===== config.mk =====
export PLATFORM = sky130hd
export DESIGN_NAME = adc_spi_multi_rx
export DESIGN_NICKNAME = d
export VERILOG_FILES = /design/src/rtl/adc_spi_multi_rx.sv
export SDC_FILE = /design/constraint.sdc
export NUM_CORES = 1
export LEC_CHECK = 0
export CORE_MARGIN = 4
export CORE_UTILIZATION = 45
export DETAILED_ROUTE_END_ITERATION = 10
export DONT_BUFFER_PORTS = 1
export SETUP_SLACK_MARGIN = 0.15
export SLEW_MARGIN = 20
export SYNTH_ARGS = -nofsm -noshare
export SYNTH_HDL_FRONTEND = slang
export SYNTH_SLANG_ARGS = --single-unit
export TNS_END_PERCENT = 100

===== constraint.sdc =====
create_clock -name SCLK -period 2.7 [get_ports SCLK]
set_input_delay 0.675 -clock SCLK [delete_from_list [all_inputs] [get_ports SCLK]]
set_output_delay 0.675 -clock SCLK [all_outputs]
set_load 0.01 [all_outputs]

===== src/rtl/adc_spi_multi_rx.sv =====
// ============================================================================
// Module   : adc_spi_multi_rx
// Purpose  : Multi-channel ADC serial receiver. It frames all channels with a
//            shared active-low SYNC, shifts a command out on SDI and captures
//            one sample per SDO line, with a valid/ready output and sticky
//            overrun. Optional macro ADC_SPI_SIGN_EXT_EN adds a per-channel
//            SIGN output.
// Revision : 1.0 - initial release
// ============================================================================
`timescale 1ns/1ps
`default_nettype none

module adc_spi_multi_rx #(
    parameter int CHANNELS   = 2,
    parameter int FRAME_BITS = 16,
    parameter int LEAD_BITS  = 4,
    parameter int DATA_BITS  = 12,
    parameter int GAP_CYCLES = 2
) (
    input  logic                            SCLK,
    input  logic                            RST,
    input  logic                            EN,
    input  logic [FRAME_BITS-1:0]           CMD,
    input  logic [CHANNELS-1:0]             SDO,
    output logic                            SYNC,
    output logic                            SDI,
    output logic [CHANNELS*DATA_BITS-1:0]   DATA,
    output logic                            DATA_VALID,
    input  logic                            DATA_READY,
    output logic                            OVERRUN,
`ifdef ADC_SPI_SIGN_EXT_EN
    output logic [CHANNELS-1:0]             SIGN,
`endif
    output logic                            BUSY
);

    localparam int BCW = $clog2(FRAME_BITS + 1);
    localparam int GCW = $clog2(GAP_CYCLES + 1);

    localparam logic [BCW-1:0] c_last_bit = BCW'(FRAME_BITS - 1);
    localparam logic [BCW-1:0] c_lead     = BCW'(LEAD_BITS);
    localparam logic [BCW-1:0] c_dbits    = BCW'(DATA_BITS);
    localparam logic [GCW-1:0] c_last_gap = GCW'(GAP_CYCLES - 1);

    typedef enum logic [1:0] {
        S_IDLE  = 2'd0,
        S_SHIFT = 2'd1,
        S_GAP   = 2'd2
    } state_t;

    state_t                               r_state;
    state_t                               w_state_nxt;
    logic                                 w_start;
    logic                                 w_done;
    logic                                 w_in_win;
    logic [BCW-1:0]                       r_bit_cnt;
    logic [GCW-1:0]                       r_gap_cnt;
    logic [FRAME_BITS-1:0]                r_cmd;
    logic                                 r_sync;
    logic                                 r_sdi;
    logic                                 r_valid;
    logic                                 r_overrun;
    logic [CHANNELS*DATA_BITS-1:0]        r_data;
    logic [CHANNELS-1:0][DATA_BITS-1:0]   r_sr;
    logic [CHANNELS-1:0][DATA_BITS-1:0]   w_sr_nxt;

    always_ff @(posedge SCLK) begin
        if (RST) begin
            r_state <= S_IDLE;
        end else begin
            r_state <= w_state_nxt;
        end
    end

    always_comb begin
        w_state_nxt = r_state;
        w_start     = 1'b0;
        w_done      = 1'b0;
        case (r_state)
            S_IDLE: begin
                if (EN) begin
                    w_start     = 1'b1;
                    w_state_nxt = S_SHIFT;
                end
            end
            S_SHIFT: begin
                if (r_bit_cnt == c_last_bit) begin
                    w_done      = 1'b1;
                    w_state_nxt = S_GAP;
                end
            end
            S_GAP: begin
                if (r_gap_cnt == c_last_gap) begin
                    if (EN) begin
                        w_start     = 1'b1;
                        w_state_nxt = S_SHIFT;
                    end else begin
                        w_state_nxt = S_IDLE;
                    end
                end
            end
            default: w_state_nxt = S_IDLE;
        endcase
    end

    // Only the DATA_BITS window is kept; bits before it wrap to a large
    // unsigned offset and fail the compare, bits after it fail naturally.
    assign w_in_win = (r_state == S_SHIFT) && ((r_bit_cnt - c_lead) < c_dbits);

    for (genvar c = 0; c < CHANNELS; c++) begin : g_ch
        assign w_sr_nxt[c] = w_in_win ? {r_sr[c][DATA_BITS-2:0], SDO[c]} : r_sr[c];
    end

    always_ff @(posedge SCLK) begin
        if (RST) begin
            r_bit_cnt <= '0;
            r_gap_cnt <= '0;
            r_cmd     <= '0;
            r_sync    <= 1'b1;
            r_sdi     <= 1'b0;
            r_valid   <= 1'b0;
            r_overrun <= 1'b0;
            r_data    <= '0;
            r_sr      <= '0;
        end else begin
            if (w_start) begin
                r_sync    <= 1'b0;
                r_sdi     <= CMD[FRAME_BITS-1];
                r_cmd     <= {CMD[FRAME_BITS-2:0], 1'b0};
                r_bit_cnt <= '0;
            end else if (r_state == S_SHIFT) begin
                r_sr      <= w_sr_nxt;
                r_bit_cnt <= r_bit_cnt + 1'b1;
                if (w_done) begin
                    r_sync <= 1'b1;
                    r_sdi  <= 1'b0;
                end else begin
                    r_sdi  <= r_cmd[FRAME_BITS-1];
                    r_cmd  <= r_cmd << 1;
                end
            end

            if (w_done) begin
                r_gap_cnt <= '0;
            end else if (r_state == S_GAP) begin
                r_gap_cnt <= r_gap_cnt + 1'b1;
            end

            // A completing frame wins over a same-edge accept.
            if (w_done) begin
                r_data  <= w_sr_nxt;
                r_valid <= 1'b1;
                if (r_valid && !DATA_READY) begin
                    r_overrun <= 1'b1;
                end
            end else if (r_valid && DATA_READY) begin
                r_valid <= 1'b0;
            end
        end
    end

`ifdef ADC_SPI_SIGN_EXT_EN
    logic [CHANNELS-1:0] r_sign;

    always_ff @(posedge SCLK) begin
        if (RST) begin
            r_sign <= '0;
        end else if (w_done) begin
            for (int c = 0; c < CHANNELS; c++) begin
                r_sign[c] <= w_sr_nxt[c][DATA_BITS-1];
            end
        end
    end

    assign SIGN = r_sign;
`endif

    assign SYNC       = r_sync;
    assign SDI        = r_sdi;
    assign DATA       = r_data;
    assign DATA_VALID = r_valid;
    assign OVERRUN    = r_overrun;
    assign BUSY       = (r_state != S_IDLE);

endmodule

`default_nettype wire


### Word-level counts from Yosys, hierarchy flattened

Index checks and enable logic that the tools add are counted.

* output and inout bits: 29
* input bits: 22
* register bits after elaboration: 76
* logic and storage cells: 63

* reduce and logical (&&, ||, !) cells: 16
* mux-type cells: 23
* equal/unequal tests: 8
* $add $sub $neg: 3
* order comparisons: 1
* bitwise logic cells: 1

Operator list (number)
* $mux 16: 3
* $mux 12: 2
* $mux 1: 13
* $ne 2x2->1 const B: 4
* $reduce_and 2->1: 4
* $reduce_bool 2->1: 4
* $mux 2: 3
* $pmux 2 s3: 1
* $add 5x1->5 const B: 1
* $eq 5x4->1 const B: 1
* $lt 5x4->1 const B: 1
* $sub 5x3->5 const B: 1
* $eq 2x1->1 const B: 2
* $reduce_or 2->1: 2
* $logic_and 1x1->1: 3
* $reduce_and 3->1: 1
* $add 2x1->2 const B: 1
* $eq 2x2->1 const B: 1
* $logic_not 2->1: 1
* $pmux 1 s2: 1
* $logic_not 1->1: 1
* $not 1->1: 1

### Depth between registers and ports, before layout

* word-level depth: 6
* depth in mapped cells: 8
* mapped depth without buffers: 6

### Worst setup path before layout

No wires, ideal clock.

* path kind: register -> register
* from: register r_bit_cnt[0]
* to: register r_cmd[14]
* stages on the path, launching flop included: 9
* setup time: 0.124 ns
* data required time: 2.576 ns
* clock period less this slack: 1.857 ns
* path buffers: 2
* data arrival time: 1.733 ns
* slack: 0.843 ns
* cell sequence: dfxtp_1 > ha_1 > and2_1 > ha_1 > or3b_1 > clkbuf_1 > buf_2 > mux2i_1 > a21oi_1

* cells in the longest elaborated chain, start to end: 5

RTL lines
* from (decl): line 56 `logic [BCW-1:0] r_bit_cnt;`
* from (signal assigned): line 133 `r_bit_cnt <= r_bit_cnt + 1'b1;`
* $eq 5x4->1: line 87 `if (r_bit_cnt == c_last_bit) begin`
* $mux 1: line 87
* $mux 1: line 79 `case (r_state)`
* $ne 2x2->1 (no source line)
* $reduce_and 2->1 (no source line)
* to (signal assigned): line 129 `r_cmd <= {CMD[FRAME_BITS-2:0], 1'b0};`
* to (signal assigned): line 139 `r_cmd <= r_cmd << 1;`
* to (decl): line 58 `logic [FRAME_BITS-1:0] r_cmd;`

No other way between the ends.
A chain may end at the register's enable or synchronous reset.

### Final worst setup path

* from: register r_bit_cnt[0]
* to: register r_cmd[2]

The elaborated chain is that of the path after synthesis.

==> qor.txt <==
Status -> complete, no violations
Grt ovf -> 0
Area Growth Syn to Fin -> 7.79%
Hold Path Class -> input pin to flop
Dominant synthesized flop cell -> dfxtp_1
Post-route DRC -> 0
Post-synthesis simple-gate area fraction -> 13.3%
Synth area leader -> dfxtp_1
Global-route wire length before repair -> 12.1 mm
Peak VDD IR -> 0.000275 V
Worst r2r src -> r_bit_cnt[0]
Setup TNS -> 0 ps
Xor and xnor fraction of the mapped netlist area -> 1.51%
Yosys reg bits -> 76
Io pins -> 51
Req. time, crit path -> 2900 ps
Most common cell on crit path -> ha_1
Peak Freq -> 498 MHz
Largest net degree at the start of global routing -> 50
Placed cell count -> 436
Max_cap viols -> 0
Endpoints failing setup -> 0
Async SR Flop Fraction -> 0%
CTS tree -> built
Post-layout util -> 51.1%
Slowest CP cell -> or3b_1
Die Area -> 8790 um^2
Synth Area in Compound Gates -> 23.1%
Non-Filler Instances -> 452
Clk root buf -> clkbuf_8
Critical-path cell list -> ha_1, and2_1, ha_1, or3b_1, o32ai_1, a311oi_1
EDFF count, synth -> 0
Worst-path clk slew -> 80 ps
Post-route antenna net violation count -> 0
Final WL -> 7.19 mm
Tcrit/Tclk final -> 74.4%
Fillers -> 679
Multiplexer share of the synthesized area -> 7.26%
Register area share after synthesis -> 46.0%
DR iter-0 viols -> 94
Initial antenna violation count -> 0
Leakage -> 0.00117 uW
Top cells by count, synth -> 76 x dfxtp_1, 45 x o21ai_0, 27 x a31oi_1
Max_slew headroom -> 58.7%
Placement row count -> 30
Net Count, Synth -> 393
R2R setup slack -> 690 ps
Via count -> 2611
Adder-Cell Fraction of Synth Area -> 1.89%
Critical path launch point type -> flop
RSZ-0062 raised after global routing -> false
Vias in the first global route -> 2565
Pwr dens -> 640 nW/um^2
Post-synth cell types -> 41
Placer Congestion -> 0.771
Resize count post-CTS -> 0
Worst-Skew Late Latency -> 340 ps
Area contributors post-synth -> dfxtp_1 46%, mux2i_1 7.3%, o21ai_0 6.8%
Worst-margin pin slew -> 619 ps
Post-synth top area share -> 46.0%
Max FO, Critical Path -> 14
Largest family of logic cells by synthesized area -> compound AO/OA/AOI/OAI gates
Hold endpoint -> r_cmd[6]
Share of cells above drive strength 1 -> 8.71%
GRT Util Overall -> 17.1%
Setup CP Type -> flop to flop
Worst endpoint data arrival time -> 2210 ps
Nets -> 378
Inserted Clock Buffers -> 9
Worst hold start -> RST
Syn Inst Count -> 366
# clock sinks -> 76
Hold buffer count at CTS -> 0
Final Skew -> 8.17 ps
Time the worst path needs with I/O delays and setup -> 2010 ps
DR vias/cell -> 5.78
CTS HTree Levels -> 3
Synth warn -> 0
Cell Area, Synth -> 3310 um^2
PortBufs -> 0
Post-CTS setup buffers -> 0
Chip Height -> 93.8 um
Count of pins over their slew limit -> 0
Initial core utilization -> 47.4%
Hold Path Depth -> 1
Post-DR wirelength/cell -> 15.9 um
First-pass DRT Iterations -> 4
HPWL Detailed -> 4.43 mm
Most frequent cell after synthesis -> dfxtp_1
Final number of hold-violating endpoints -> 0
Antenna cell count -> 0
Avg Cell Area, Syn -> 9.04 um^2
Crit end category -> flop
R2R cell count -> 6
Max stage delay on crit path -> 610 ps
Die width -> 93.8 um
Clk buf depth -> 2
Area of the core -> 6980 um^2
Worst reg2reg path endpoint -> r_cmd[2]
flip-flops by register name, indices dropped and copies added (netlist names):
register / count
r_bit_cnt: 5
r_sr: 24
r_gap_cnt: 2
r_state: 2
SDI: 1
DATA: 24
SYNC: 1
DATA_VALID: 1
r_cmd: 15
OVERRUN: 1
power by group:
part	total, uW	internal [uW]	switching (uW)	leakage [uW]
Combinational	127	50.0	77.1	0.000449
Clock	982	550	433	0.000106
Sequential	1170	1150	23.0	0.000616
Total	2280	1750	533	0.00117
per-stage QoR:
step	cell area [um^2]	worst slack, ps	hold slack [ps]	total power [uW]
floorplan	3310	843	429	1300
global placement	3340	761	443	1320
detailed placement	3340	711	453	1330
CTS	3570	696	376	2310
global route	3570	551	370	2380
finish	3570	691	393	2280
final cells by class:
| type | instances | area [um^2] | area share, % |
|---|---|---|---|
| flip-flops and latches | 76 | 1520 | 42.7 |
| multi-input cells | 238 | 1560 | 43.7 |
| clock inverters | 5 | 83.8 | 2.35 |
| inverters | 18 | 67.6 | 1.89 |
| well taps | 96 | 120 | 3.37 |
| repair buffers | 8 | 72.6 | 2.03 |
| clock buffers | 11 | 141 | 3.96 |
critical path: cells and delay by family (launching register included):
kind | cells | cell delay, ps
fa+ha+maj | 2 | 460
compound gates | 2 | 290
simple gates | 2 | 770
flops | 1 | 340
worst max path at each step:
stage / start / to / slack (ps)
6_report: r_bit_cnt[0] / r_cmd[2] / 690
5_1_grt: r_bit_cnt[2] / r_cmd[9] / 550
4_1_cts: r_bit_cnt[0] / r_cmd[2] / 700
3_5_place_dp: r_bit_cnt[0] / r_cmd[10] / 710
3_3_place_gp: r_bit_cnt[0] / r_cmd[14] / 760
2_1_floorplan: r_bit_cnt[0] / r_cmd[14] / 840
kinds of logic after synthesis:
family | after synthesis
AO/OA/AOI/OAI | 121
XOR/XNOR | 4
adder cells (fa/ha/maj) | 5
buffers and inverters | 52
flip-flops | 76
multiplexers | 24
AND/OR/NAND/NOR | 84
per-layer routing:
layer | up-vias | wire (um) | GRT usage [%]
met2 | 56 | 3280 | 26.6
met1 | 1238 | 3460 | 22.0
met4 | 0 | 61 | 7.10
met5 | - | 0 | 0
met3 | 6 | 398 | 4.97
li1 | 1311 | - | -
layout by cell type, fill, tap and decap left out, drive strengths merged, types with 7 or more instances in the layout:
cell type   n
mux2i      24
nand2      25
inv        19
nand3      25
dfxtp      76
a21oi       7
o21ai      52
a31oi      27
o32ai      12
clkbuf     11
a311oi     12
nand2b      8
buf         8
Power figures use the tool's default switching activity.
